$ cat src/rtl/alu_pkg.sv
// Shared widths, result-buffer state encoding and ALU32 mode constants.
package alu_pkg;

  localparam int unsigned WIDTH  = 32;
  localparam int unsigned MODE_W = 4;

  // Result buffer occupancy
  typedef enum logic {
    StEmpty = 1'b0,
    StFull  = 1'b1
  } buf_state_e;

  // ALU32 operation codes; unlisted codes produce zero
  localparam logic [MODE_W-1:0] ALU_PASSA = 4'd0;
  localparam logic [MODE_W-1:0] ALU_ADD   = 4'd1;
  localparam logic [MODE_W-1:0] ALU_SUB   = 4'd2;
  localparam logic [MODE_W-1:0] ALU_AND   = 4'd3;
  localparam logic [MODE_W-1:0] ALU_OR    = 4'd4;
  localparam logic [MODE_W-1:0] ALU_XOR   = 4'd5;
  localparam logic [MODE_W-1:0] ALU_SLL   = 4'd6;
  localparam logic [MODE_W-1:0] ALU_SRL   = 4'd7;
  localparam logic [MODE_W-1:0] ALU_SRA   = 4'd8;
  localparam logic [MODE_W-1:0] ALU_SLT   = 4'd9;
  localparam logic [MODE_W-1:0] ALU_SLTU  = 4'd10;

endpackage

$ cat src/rtl/alu32.sv
// Purely combinational 32-bit ALU; arithmetic wraps modulo 2^32, no flags.
module alu32
  import alu_pkg::*;
(
  input  logic [WIDTH-1:0]  a_i,
  input  logic [WIDTH-1:0]  b_i,
  input  logic [MODE_W-1:0] mode_i,
  output logic [WIDTH-1:0]  x_o
);

  logic [4:0] shamt;
  assign shamt = b_i[4:0];

  // Decode the mode into a single result
  always_comb begin
    x_o = '0;
    case (mode_i)
      ALU_PASSA: x_o = a_i;
      ALU_ADD:   x_o = a_i + b_i;
      ALU_SUB:   x_o = a_i - b_i;
      ALU_AND:   x_o = a_i & b_i;
      ALU_OR:    x_o = a_i | b_i;
      ALU_XOR:   x_o = a_i ^ b_i;
      ALU_SLL:   x_o = a_i << shamt;
      ALU_SRL:   x_o = a_i >> shamt;
      ALU_SRA:   x_o = $unsigned($signed(a_i) >>> shamt);
      ALU_SLT:   x_o = {{(WIDTH-1){1'b0}}, $signed(a_i) < $signed(b_i)};
      ALU_SLTU:  x_o = {{(WIDTH-1){1'b0}}, a_i < b_i};
      default:   x_o = '0;
    endcase
  end

endmodule

$ cat src/rtl/alu_arbiter.sv
// Round-robin sharing of one ALU32 between two requesters, with a one-entry
// registered result buffer that refills in the same cycle it drains.
module alu_arbiter
  import alu_pkg::*;
#(
  parameter int unsigned WIDTH  = alu_pkg::WIDTH,
  parameter int unsigned MODE_W = alu_pkg::MODE_W
) (
  input  logic              clk,
  input  logic              rst_n,
  input  logic [1:0]        req_valid,
  output logic [1:0]        req_ready,
  input  logic [WIDTH-1:0]  req0_a,
  input  logic [WIDTH-1:0]  req0_b,
  input  logic [MODE_W-1:0] req0_mode,
  input  logic [WIDTH-1:0]  req1_a,
  input  logic [WIDTH-1:0]  req1_b,
  input  logic [MODE_W-1:0] req1_mode,
  output logic              rsp_valid,
  input  logic              rsp_ready,
  output logic              rsp_id,
  output logic [WIDTH-1:0]  rsp_x
);

  buf_state_e        state_q, state_d;
  logic              prio_q, prio_d;
  logic              id_q, id_d;
  logic [WIDTH-1:0]  x_q, x_d;

  logic [1:0]        grant;
  logic              can_accept;
  logic              accept;
  logic [WIDTH-1:0]  alu_a, alu_b, alu_x;
  logic [MODE_W-1:0] alu_mode;

  // Grant: a lone requester wins outright, contention goes to prio_q
  always_comb begin
    grant = req_valid;
    if (req_valid == 2'b11) begin
      grant = prio_q ? 2'b10 : 2'b01;
    end
  end

  // Gate with rst_n so ready is low for the whole reset assertion
  assign can_accept = (state_q == StEmpty) || rsp_ready;
  assign req_ready  = grant & {2{can_accept & rst_n}};
  assign accept     = |(req_valid & req_ready);

  // Operand mux; requester 0 is presented when idle and simply ignored
  always_comb begin
    alu_a    = req0_a;
    alu_b    = req0_b;
    alu_mode = req0_mode;
    if (grant[1]) begin
      alu_a    = req1_a;
      alu_b    = req1_b;
      alu_mode = req1_mode;
    end
  end

  alu32 u_alu32 (
    .a_i    (alu_a),
    .b_i    (alu_b),
    .mode_i (alu_mode),
    .x_o    (alu_x)
  );

  // Buffer FSM and priority next-state; drained entries keep stale payload
  always_comb begin
    state_d = state_q;
    prio_d  = prio_q;
    id_d    = id_q;
    x_d     = x_q;
    if (accept) begin
      state_d = StFull;
      x_d     = alu_x;
      id_d    = grant[1];
      prio_d  = ~grant[1];
    end else if ((state_q == StFull) && rsp_ready) begin
      state_d = StEmpty;
    end
  end

  // State registers
  always_ff @(posedge clk or negedge rst_n) begin
    if (!rst_n) begin
      state_q <= StEmpty;
      prio_q  <= 1'b0;
      id_q    <= 1'b0;
      x_q     <= '0;
    end else begin
      state_q <= state_d;
      prio_q  <= prio_d;
      id_q    <= id_d;
      x_q     <= x_d;
    end
  end

  assign rsp_valid = (state_q == StFull);
  assign rsp_id    = id_q;
  assign rsp_x     = x_q;

endmodule

$ cat config.mk
export PLATFORM = sky130hd
export DESIGN_NAME = alu_arbiter
export DESIGN_NICKNAME = d
export VERILOG_FILES = /design/src/rtl/alu_pkg.sv /design/src/rtl/alu32.sv /design/src/rtl/alu_arbiter.sv
export SDC_FILE = /design/constraint.sdc
export NUM_CORES = 1
export LEC_CHECK = 0
export CORE_UTILIZATION = 45
export DETAILED_ROUTE_END_ITERATION = 10
export PLACE_DENSITY = 0.65
export SYNTH_ARGS = -nofsm -noshare
export SYNTH_HDL_FRONTEND = slang
export SYNTH_SLANG_ARGS = --single-unit
$ cat constraint.sdc
create_clock -name clk -period 8.7 [get_ports clk]
set_clock_uncertainty 0.2 [all_clocks]
set_input_delay 1.305 -clock clk [delete_from_list [all_inputs] [get_ports clk]]
set_output_delay 1.305 -clock clk [all_outputs]
set_load 0.1 [all_outputs]
==> metrics, run 1 <==
Port-buffer cells=176; clock-pin slew on the worst setup and hold paths=0.07 ns; postcts setup bufs=0; Clock Path Buffers=2; Mapped Cells=1971; Sw Share=62.28%; gp weighted congestion=1.052; die height=172.8 µm; cells on worst reg2reg path=13; Synth Area in Compound Gates=37.73%; Hold Path Sink=rsp_x[14]; cts repair resizes=0; outcome=completed; number of global-route vias before repair=15490; YS warnings=0; Worst slew margin=13.64%; final std cells w/o fill=2433; die extent in x=172.8 µm; P_sw=1.539 mW; drc violations=0; TritonRoute pass-1 iters=7; combinational share of power=82.6%; top-area cell type share of the netlist area=~9.7%; Synth cell types=87; Pins Over Slew Limit=0; Finish-stage setup viols=0; Req. time, crit path=8.66 ns; critical path class=primary input to flip-flop; largest area contributor in the netlist=ha_1; clock share of power=8.1%; area grow syn2layout=16.05%; post-synthesis xor/xnor area fraction=~1.1%; Least-Margin Pin Slew=1.259 ns; clock root cell=clkbuf_16; DP HPWL=between 50000 and 60000 µm; Post-Synth Simple-Gate Area=23.12%; Max IR drop VDD=130.6 µV; fin util=53.10%; Post-Syn Area per Cell=~6.7 µm²; vias per cell=7.126; CTS Sinks=35; final period utilization=83.32%; Seq pwr share=9.3%; Routed WL per cell=28.52 µm; initial antenna violation count=1; Reg area=875.8 µm²; hold path depth=2; FF-to-FF End=rsp_x[27]; Tmin final=7.249 ns; final WL=69380 µm; Hold/Removal Path Class=flip-flop to flip-flop; Std-Cell Rows=62; Crit. End Element=flip-flop; WHS=between 0.2 and 0.3 ns; Cell Area, Synth=13130 µm²; area of the die=29870 µm²; syn nets=2216; Pwr per Cell Area=approximately 160 nW/µm²; Filler cells=2939; CP Launch Type=primary input; largest net degree at the start of global routing=78; fraction of registers with async set/reset=100.0%; Hold Buf Count CTS=0; via count=17340; DRT iter0 DRCs=roughly 3100; clock latency on the worst-skew pair=approximately 0.30 ns; setup TNS=0 ns; adder-cell share of the synthesized area=10.02%; f_max=138.0 MHz; RSZ-0062 raised after global routing=no; CTS H-tree lvls=2; Total Nets Final=2292; worst r2r src=prio_q; cell internal pwr=0.9323 mW; r2r setup slk=around 2.6 ns; share of cells above drive strength 1=7.520%; top_reg_cell synth=dfrtp_1; Ports=177; Worst Path Arrival=7.21 ns; CTS tree=done; post-synthesis sequential area ratio=6.669%; ANT nets after route=0; most frequent cell after synthesis=nand2_1; Post-synth top cells=285 x nand2_1, 169 x a21oi_1, 146 x o21ai_0; largest family of logic cells by synthesized area=compound AO/OA/AOI/OAI gates; Core ar.=28700 µm²; ranking of synthesized cells by area=ha_1 9.7%, mux2i_1 9.1%, nand2_1 8.1%; Max Cap Viol=0; footprint of the multi-input gates=11260 µm²; Final Hold Vio Count=0; number of flops mapped to enable cells by yosys=0; initial core utilization=45.76%; maximum fanout along the worst path=33; Total GRT Usage=44.48%; Yosys reg bits=35; placed insts=between 2000 and 2500; first-pass GRT wire length=101400 µm; Leak Pwr=6.344 nW; Hold Crit Start=rsp_x[14]; multiplexer share of the synthesized area=13.22%; Overflow after GRT=0; CTS Buf Count=5
-- placed cells by master, fill, tap and decap left out, types with 16 or more instances in the layout --
cell / netlist / routed
a211oi_1: 46 / 46
a21o_1: 24 / 23
a21oi_1: 169 / 167
a221oi_1: 33 / 33
a22oi_1: 24 / 23
a31oi_1: 28 / 28
buf_4: 3 / 44
clkdlybuf4s50_1: 0 / 173
dfrtp_1: 35 / 35
ha_1: 102 / 102
inv_1: 100 / 99
mux2_2: 43 / 43
mux2i_1: 120 / 117
nand2_1: 285 / 285
nand2b_1: 16 / 16
nand3_1: 69 / 69
nor2_1: 128 / 127
nor2b_1: 36 / 36
nor3_1: 40 / 40
nor4_1: 20 / 20
o211ai_1: 43 / 43
o21ai_0: 146 / 146
o22ai_1: 18 / 18
o31ai_1: 16 / 16
-- cell type report --
type / count / area share [%]
multi-input combinational: 1680 / 73.85
timing repair buffer: 221 / 13.76
sequential: 35 / 5.746
tap: 384 / 3.152
inverter: 104 / 2.561
clock buffer: 5 / 0.8209
clock inverter: 3 / 0.09851
antenna: 1 / 0.01642
-- how the worst max path moves through the flow --
stage,startpoint,end,slack [ns]
finish,req_valid[0],rsp_x[27],1.45
global route,req_valid[0],rsp_x[29],1.23
CTS,req_valid[0],rsp_x[27],1.71
detailed placement,req_valid[0],rsp_x[27],1.41
global placement,req_valid[0],rsp_x[27],1.53
floorplan,req_valid[1],rsp_x[28],2.78
-- logic make-up (layout without fill, tap and decap cells) --
group / count (synthesis) / after routing
fa+ha+maj: 104 / 104
xor+xnor: 16 / 16
simple gates: 667 / 667
mux: 166 / 166
buf+inv: 256 / 333
flops: 35 / 35
other cells: 0 / 1
compound gates: 727 / 727
-- routing by layer --
| layer | vias to the layer above | GRT usage, % | wire length (µm) |
|---|---|---|---|
| li1 | 7539 | - | - |
| met1 | 8251 | 62.66 | 28990 |
| met2 | 1342 | 65.63 | 28590 |
| met3 | 205 | 9.872 | 8877 |
| met4 | 0 | 16.70 | 2921 |
| met5 | - | 0 | 0 |
-- sequential cells by signal (all words and copies together), names as in the netlist --
name       flops
rsp_id         1
prio_q         1
rsp_x         32
rsp_valid      1
-- worst max-delay path, cell delays in order --
cell	delay, ns
clkdlybuf4s50_1	0.51
and2b_1	0.39
nor2_4	0.88
mux2i_1	0.88
inv_1	0.17
ha_1	0.56
nand2_1	0.12
nor4_1	0.18
nor3b_1	0.38
o21bai_1	0.26
a2111oi_0	0.96
o32a_1	0.32
o221a_2	0.18
o211ai_1	0.08
-- per-stage QoR --
step | instance area, µm² | setup slack, ns | total power [mW]
2_1_floorplan | 13130 | 2.784 | 1.563
3_3_place_gp | 15100 | 1.529 | 2.181
3_5_place_dp | 15100 | 1.406 | 2.185
4_1_cts | 15240 | 1.712 | 2.389
5_1_grt | 15240 | 1.234 | 2.565
6_report | 15240 | 1.451 | 2.471
-- power by group through the flow --
stage,sequential [mW],clock (mW),combinational (mW)
6_report,0.230,0.201,2.04
5_1_grt,0.234,0.203,2.13
4_1_cts,0.229,0.197,1.96
3_5_place_dp,0.231,0,1.95
3_3_place_gp,0.232,0,1.95
2_1_floorplan,0.486,0,1.08
No activity file was read; power rests on OpenSTA's default activity.
==> run 2, diff against run 1 <==
==> constraint.sdc (replaced) <==
create_clock -name clk -period 6.85 [get_ports clk]
set_clock_uncertainty 0.2 [all_clocks]
set_input_delay 1.0275 -clock clk [delete_from_list [all_inputs] [get_ports clk]]
set_output_delay 1.0275 -clock clk [all_outputs]
set_load 0.1 [all_outputs]
==> run 2 against run 1 <==
Net effect: die area unchanged; cell area increased by 1.9%; non-clock buffer count increased by 31; final cell count increased by 1.3%; first-iteration DRC count decreased by 3.6%; clock power increased by 51%; largest power group unchanged; sequential power increased by 30%; core utilization increased by 1.0 points; global-route usage increased by 1.4 points; total power increased by 32%; count of clock-buffer cells in the layout increased by 1.
==> metrics, run 2 (same netlist as run 1, synthesis figures left out) <==
gr busiest metal=met2; Core ar.=~29000 µm²; Ports=177; Worst Path Arrival=6.21 ns; largest net degree at the start of global routing=78; Pins Over Slew Limit=0; final WL=70660 µm; clock latency on the worst-skew pair=0.30 ns; Worst slew margin=about a fifth; area of the die=approximately 30000 µm²; most frequent cells in the layout=285 x nand2_1, 173 x clkdlybuf4s50_1, 167 x a21oi_1, 146 x o21ai_0, 127 x nor2_1; via count=around 18000; Hold/Removal Path Class=flip-flop to flip-flop; clock root cell=clkbuf_16; setup TNS=0 ns; max reg flops=32; Reg area=875.8 µm²; Least-Margin Pin Slew=roughly 1.2 ns; cts repair resizes=0; final std cells w/o fill=2464; final period utilization=90.64%; maximum fanout along the worst path=13; fin util=54.12%; ANT nets after route=0; Max Cap Viol=0; CP startpoint=req_valid[1]; Leak Pwr=6.526 nW; clock-pin slew on the worst setup and hold paths=0.07 ns; DP HPWL=53970 µm; met2 Use GR=between 60% and 70%; footprint of the multi-input gates=11240 µm²; initial core utilization=45.76%; CTS Buf Count=5; Total GRT Usage=a little under half; number of global-route vias before repair=16150; CTS H-tree lvls=2; WHS=0.2885 ns; initial antenna violation count=1; GRT met3 Usage=10.36%; RSZ-0062 raised after global routing=no; M1 GR Usage=64.09%; f_max=~160 MHz; Filler cells=2894; Finish-stage setup viols=0; CTS Sinks=35; Pwr per Cell Area=210.0 nW/µm²; die height=172.8 µm; worst r2r src=prio_q; Req. time, crit path=between 6 and 7 ns; commonest non-fill, non-tap cell in the layout=nand2_1; CP Launch Type=primary input; DRT iter0 DRCs=2990; postcts setup bufs=0; Hold Crit Start=rsp_x[3]; Tmin final=6.209 ns; drc violations=0; Hold Buf Count CTS=0; gp weighted congestion=1.062; share of cells above drive strength 1=8.850%; area grow syn2layout=18.28%; Port-buffer cells=around 180; TritonRoute pass-1 iters=8; Final Hold Vio Count=0; outcome=completed; Overflow after GRT=0; critical path class=primary input to flip-flop; Std-Cell Rows=62; placed insts=2455; CTS tree=done; first-pass GRT wire length=between 100000 and 150000 µm; Total Nets Final=2323; die extent in x=172.8 µm; total power=3.262 mW; Clock Path Buffers=2; Max IR drop VDD=154.8 µV; Crit. End Element=flip-flop; vias per cell=about 7.2; Routed WL per cell=28.68 µm
## run 2: path summary, 6_finish.rpt
| kind | cells past startpoint | slack, ns | to |
|---|---|---|---|
| setup / recovery | 16 | 0.64 | rsp_x[26] |
| hold / removal | 2 | 0.29 | rsp_x[3] |
| setup reg to reg | 15 | 1.58 | rsp_x[26] |
| hold reg to reg | 2 | 0.29 | rsp_x[3] |
| max in group asynchronous | 2 | 5.33 | rsp_x[28] |
| min in group asynchronous | 1 | 0.35 | rsp_id |
## run 2: through the flow
stage	area (µm²)	worst slack, ns
finish	15530	0.6411
global route	15530	0.5330
CTS	15530	0.8648
detailed placement	15360	0.5554
global placement	15360	0.6277
floorplan	13130	1.212
## run 2: layout make-up
| type | instances | share of cell area [%] |
|---|---|---|
| multi-input cells | 1680 | 72.38 |
| clock inverters | 2 | 0.2255 |
| inverters | 104 | 2.513 |
| well taps | 384 | 3.093 |
| repair buffers | 252 | 15.24 |
| clock buffers | 6 | 0.8940 |
| diodes | 1 | 0.01611 |
| flip-flops and latches | 35 | 5.638 |
## run 2: power breakdown
group / internal [mW] / leakage (nW) / switching (mW)
logic: 0.835 / 5.99 / 1.82
registers: 0.254 / 0.454 / 0.0452
clock network: 0.182 / 0.0869 / 0.121
## run 2: per-layer routing
layer / share of wire, % / vias to the layer above
met1: 41 / 8460
met2: 41 / 1543
met5: 0 / -
met3: 13 / 242
met4: 5.4 / 0
li1: - / 7612
## run 2: critical path, stage by stage
cell and delay [ns]:
clkdlybuf4s50_1 0.67, inv_1 0.16, nor2_4 0.38, buf_4 0.28, mux2i_1 0.58, inv_1 0.22
ha_1 0.48, nand2b_1 0.10, a311oi_1 0.44, nor3_1 0.14, a211oi_1 0.33, o311ai_1 0.29
a311oi_1 0.47, mux2i_1 0.24, a22oi_1 0.12, a32oi_1 0.25
==> patch (config.mk and constraints of run 1) <==
Reset style: synchronous (`rst_n`), changed in one clocked block.
--- a/src/rtl/alu_arbiter.sv
+++ b/src/rtl/alu_arbiter.sv
@@ -82,7 +82,7 @@
   end
 
   // State registers
-  always_ff @(posedge clk or negedge rst_n) begin
+  always_ff @(posedge clk) begin
     if (!rst_n) begin
       state_q <= StEmpty;
       prio_q  <= 1'b0;
Function: differs if rst_n is asserted again (counterexample within 4 cycles, from zero or initial values and one cycle with rst_n low); with rst_n held inactive, the same outputs for 4 cycles.
==> patch against run 1 <==
  * Worst hold slack worse by 0.011 ns
  * Wire length increased by 2.5%
  * Sequential cell count unchanged
  * Final area is 0.47% higher
  * Via count is 1.6% higher
  * Area after synthesis up 0.99%
  * Total power is 24% lower
  * Count of clock-buffer cells in the layout is 1 higher
  * Maximum frequency down 2.7%
  * Setup slack lost 0.20 ns
  * Combinational power down 27%
  * Sequential share of layout area is 1.2 points lower
==> patch: results (changes against run 1) <==
stage	metric	value	unit	change
cts	ctsResizeCount	0		unchanged
hold_path	min_from	rsp_id		
place	placed_area	15200	µm²	+0.48%
finish	diodes	0		-1
global_route	grt_pass1_wl	105	mm	+3.5%
critical_path	r2r-end	rsp_x[29]		
routing	wl_met1	28.5	mm	-1.9%
synth	ys_top_cells_by_count	261 x nand2_1, 150 x a21oi_1, 150 x o21ai_0		
routing	dr_wl_met3	8.92	mm	+0.46%
critical_path	worstReg2RegStart	prio_q		
pwr	power_frac_comb	79.1	%	-3.5 points
pwr	powerDensity	122	nW/µm²	-25%
global_route	grt_max_degree	71		-9.0%
routing	via_per_inst	7.16		+0.54%
synth	synth-seq-area-share	5.28	%	-1.4 points
cts	cts.clk_slew.worst_paths	0.07	ns	about the same
routing	maxUsedRoutingLayer	met5		
finish	drive_gt1_share	7.81	%	+0.29 points
synth	netlist_instances	2005		+1.7%
timing	worst_slew_pin_slew	1.28	ns	+0.0217 ns
critical_path	cp.arrival	7.43	ns	+0.22 ns
finish	fin_nets	2318		+1.1%
synth	synthXorXnorAreaFrac	0.792	%	-0.27 points
global_route	first_global_vias	16200		+4.8%
critical_path	critPathSlowestCell	mux2i_1		
critical_path	slowest_delay	0.83	ns	-0.13 ns
synth	async_flop_share	0	%	-100 points
routing	wl_met2	30.1	mm	+5.4%
hold_path	hold_end	rsp_id		
synth	synth_cell_types	95		+9.2%
global_route	grt_use_met1	61.8	%	-0.91 points
finish	instances_no_fill	2458		+1.0%
place	gp_congestion	1.09		+3.4%
pwr	power_leakage	0.00629	µW	-0.80%
critical_path	rr_worst_depth	15		+2
routing	dr.pass1.iters	8		+1
hold_path	hold_class	reg -> reg		
pwr	intPower	759	µW	-19%
place	preCtsSetupSlack	1.29	ns	-0.111 ns
critical_path	crit_fanout	40		+21%
global_route	track_usage	45.5	%	+1.1 points
critical_path	critPathTopFamily	simple AND/OR/NAND/NOR gates		
routing	drtIter0Drc	2983		-3.8%
run_status	status	finished, final reports clean		
synth	synthMuxAreaShare	15.3	%	+2.1 points
synth	synth_ff_type	dfxtp_1		
global_route	grt_use_met3	9.04	%	-0.84 points
routing	wl_per_cell	28.9	µm	+1.4%
synth	synth_area_leaders	mux2i_1 11%, ha_1 9.6%, nand2_1 7.4%, a21oi_1 5.7%, o21ai_0 5.7%		
place	dp_hpwl	53.9	mm	+2.0%
critical_path	r2r_slack	2.38	ns	-0.20 ns
cts	cts_max_level	2		unchanged
synth	synth_compound_area_share	36.6	%	-1.2 points
synth	synthAdderAreaFrac	9.92	%	-0.098 points
global_route	use_met2	69.2	%	+3.6 points
timing	holdWs	0.277	ns	-0.0113 ns
routing	ant_nets	0		unchanged
patch: cell types whose count changed after synthesis, moves of 9 or more:
cell / change
mux2i_1: +21
dfrtp_1: -35
dfxtp_1: +35
o22ai_1: +13
nand3_1: +11
nor2_1: +11
and3_1: +9
a21oi_1: -19
nand2_1: -24
patch: how the worst max path moves through the flow:
stage | start | endpoint | slack [ns] | cells after the start
after floorplan | req_valid[1] | req_ready[0] | 2.87 | 5
after global placement | req_valid[0] | rsp_x[29] | 1.33 | 16
after detailed placement | req_valid[0] | rsp_x[29] | 1.29 | 16
after CTS | req_valid[0] | rsp_x[29] | 1.59 | 16
after global routing | req_valid[0] | rsp_x[29] | 1.07 | 16
final | req_valid[0] | rsp_x[29] | 1.25 | 16
patch: final cells by class:
cell class,count,area [µm²]
fill,2956,13500
multi-input combinational,1711,11500
sequential,35,701
inverter,103,387
timing repair buffer,217,2050
clock buffer,6,129
tap,384,480
clock inverter,2,12.5
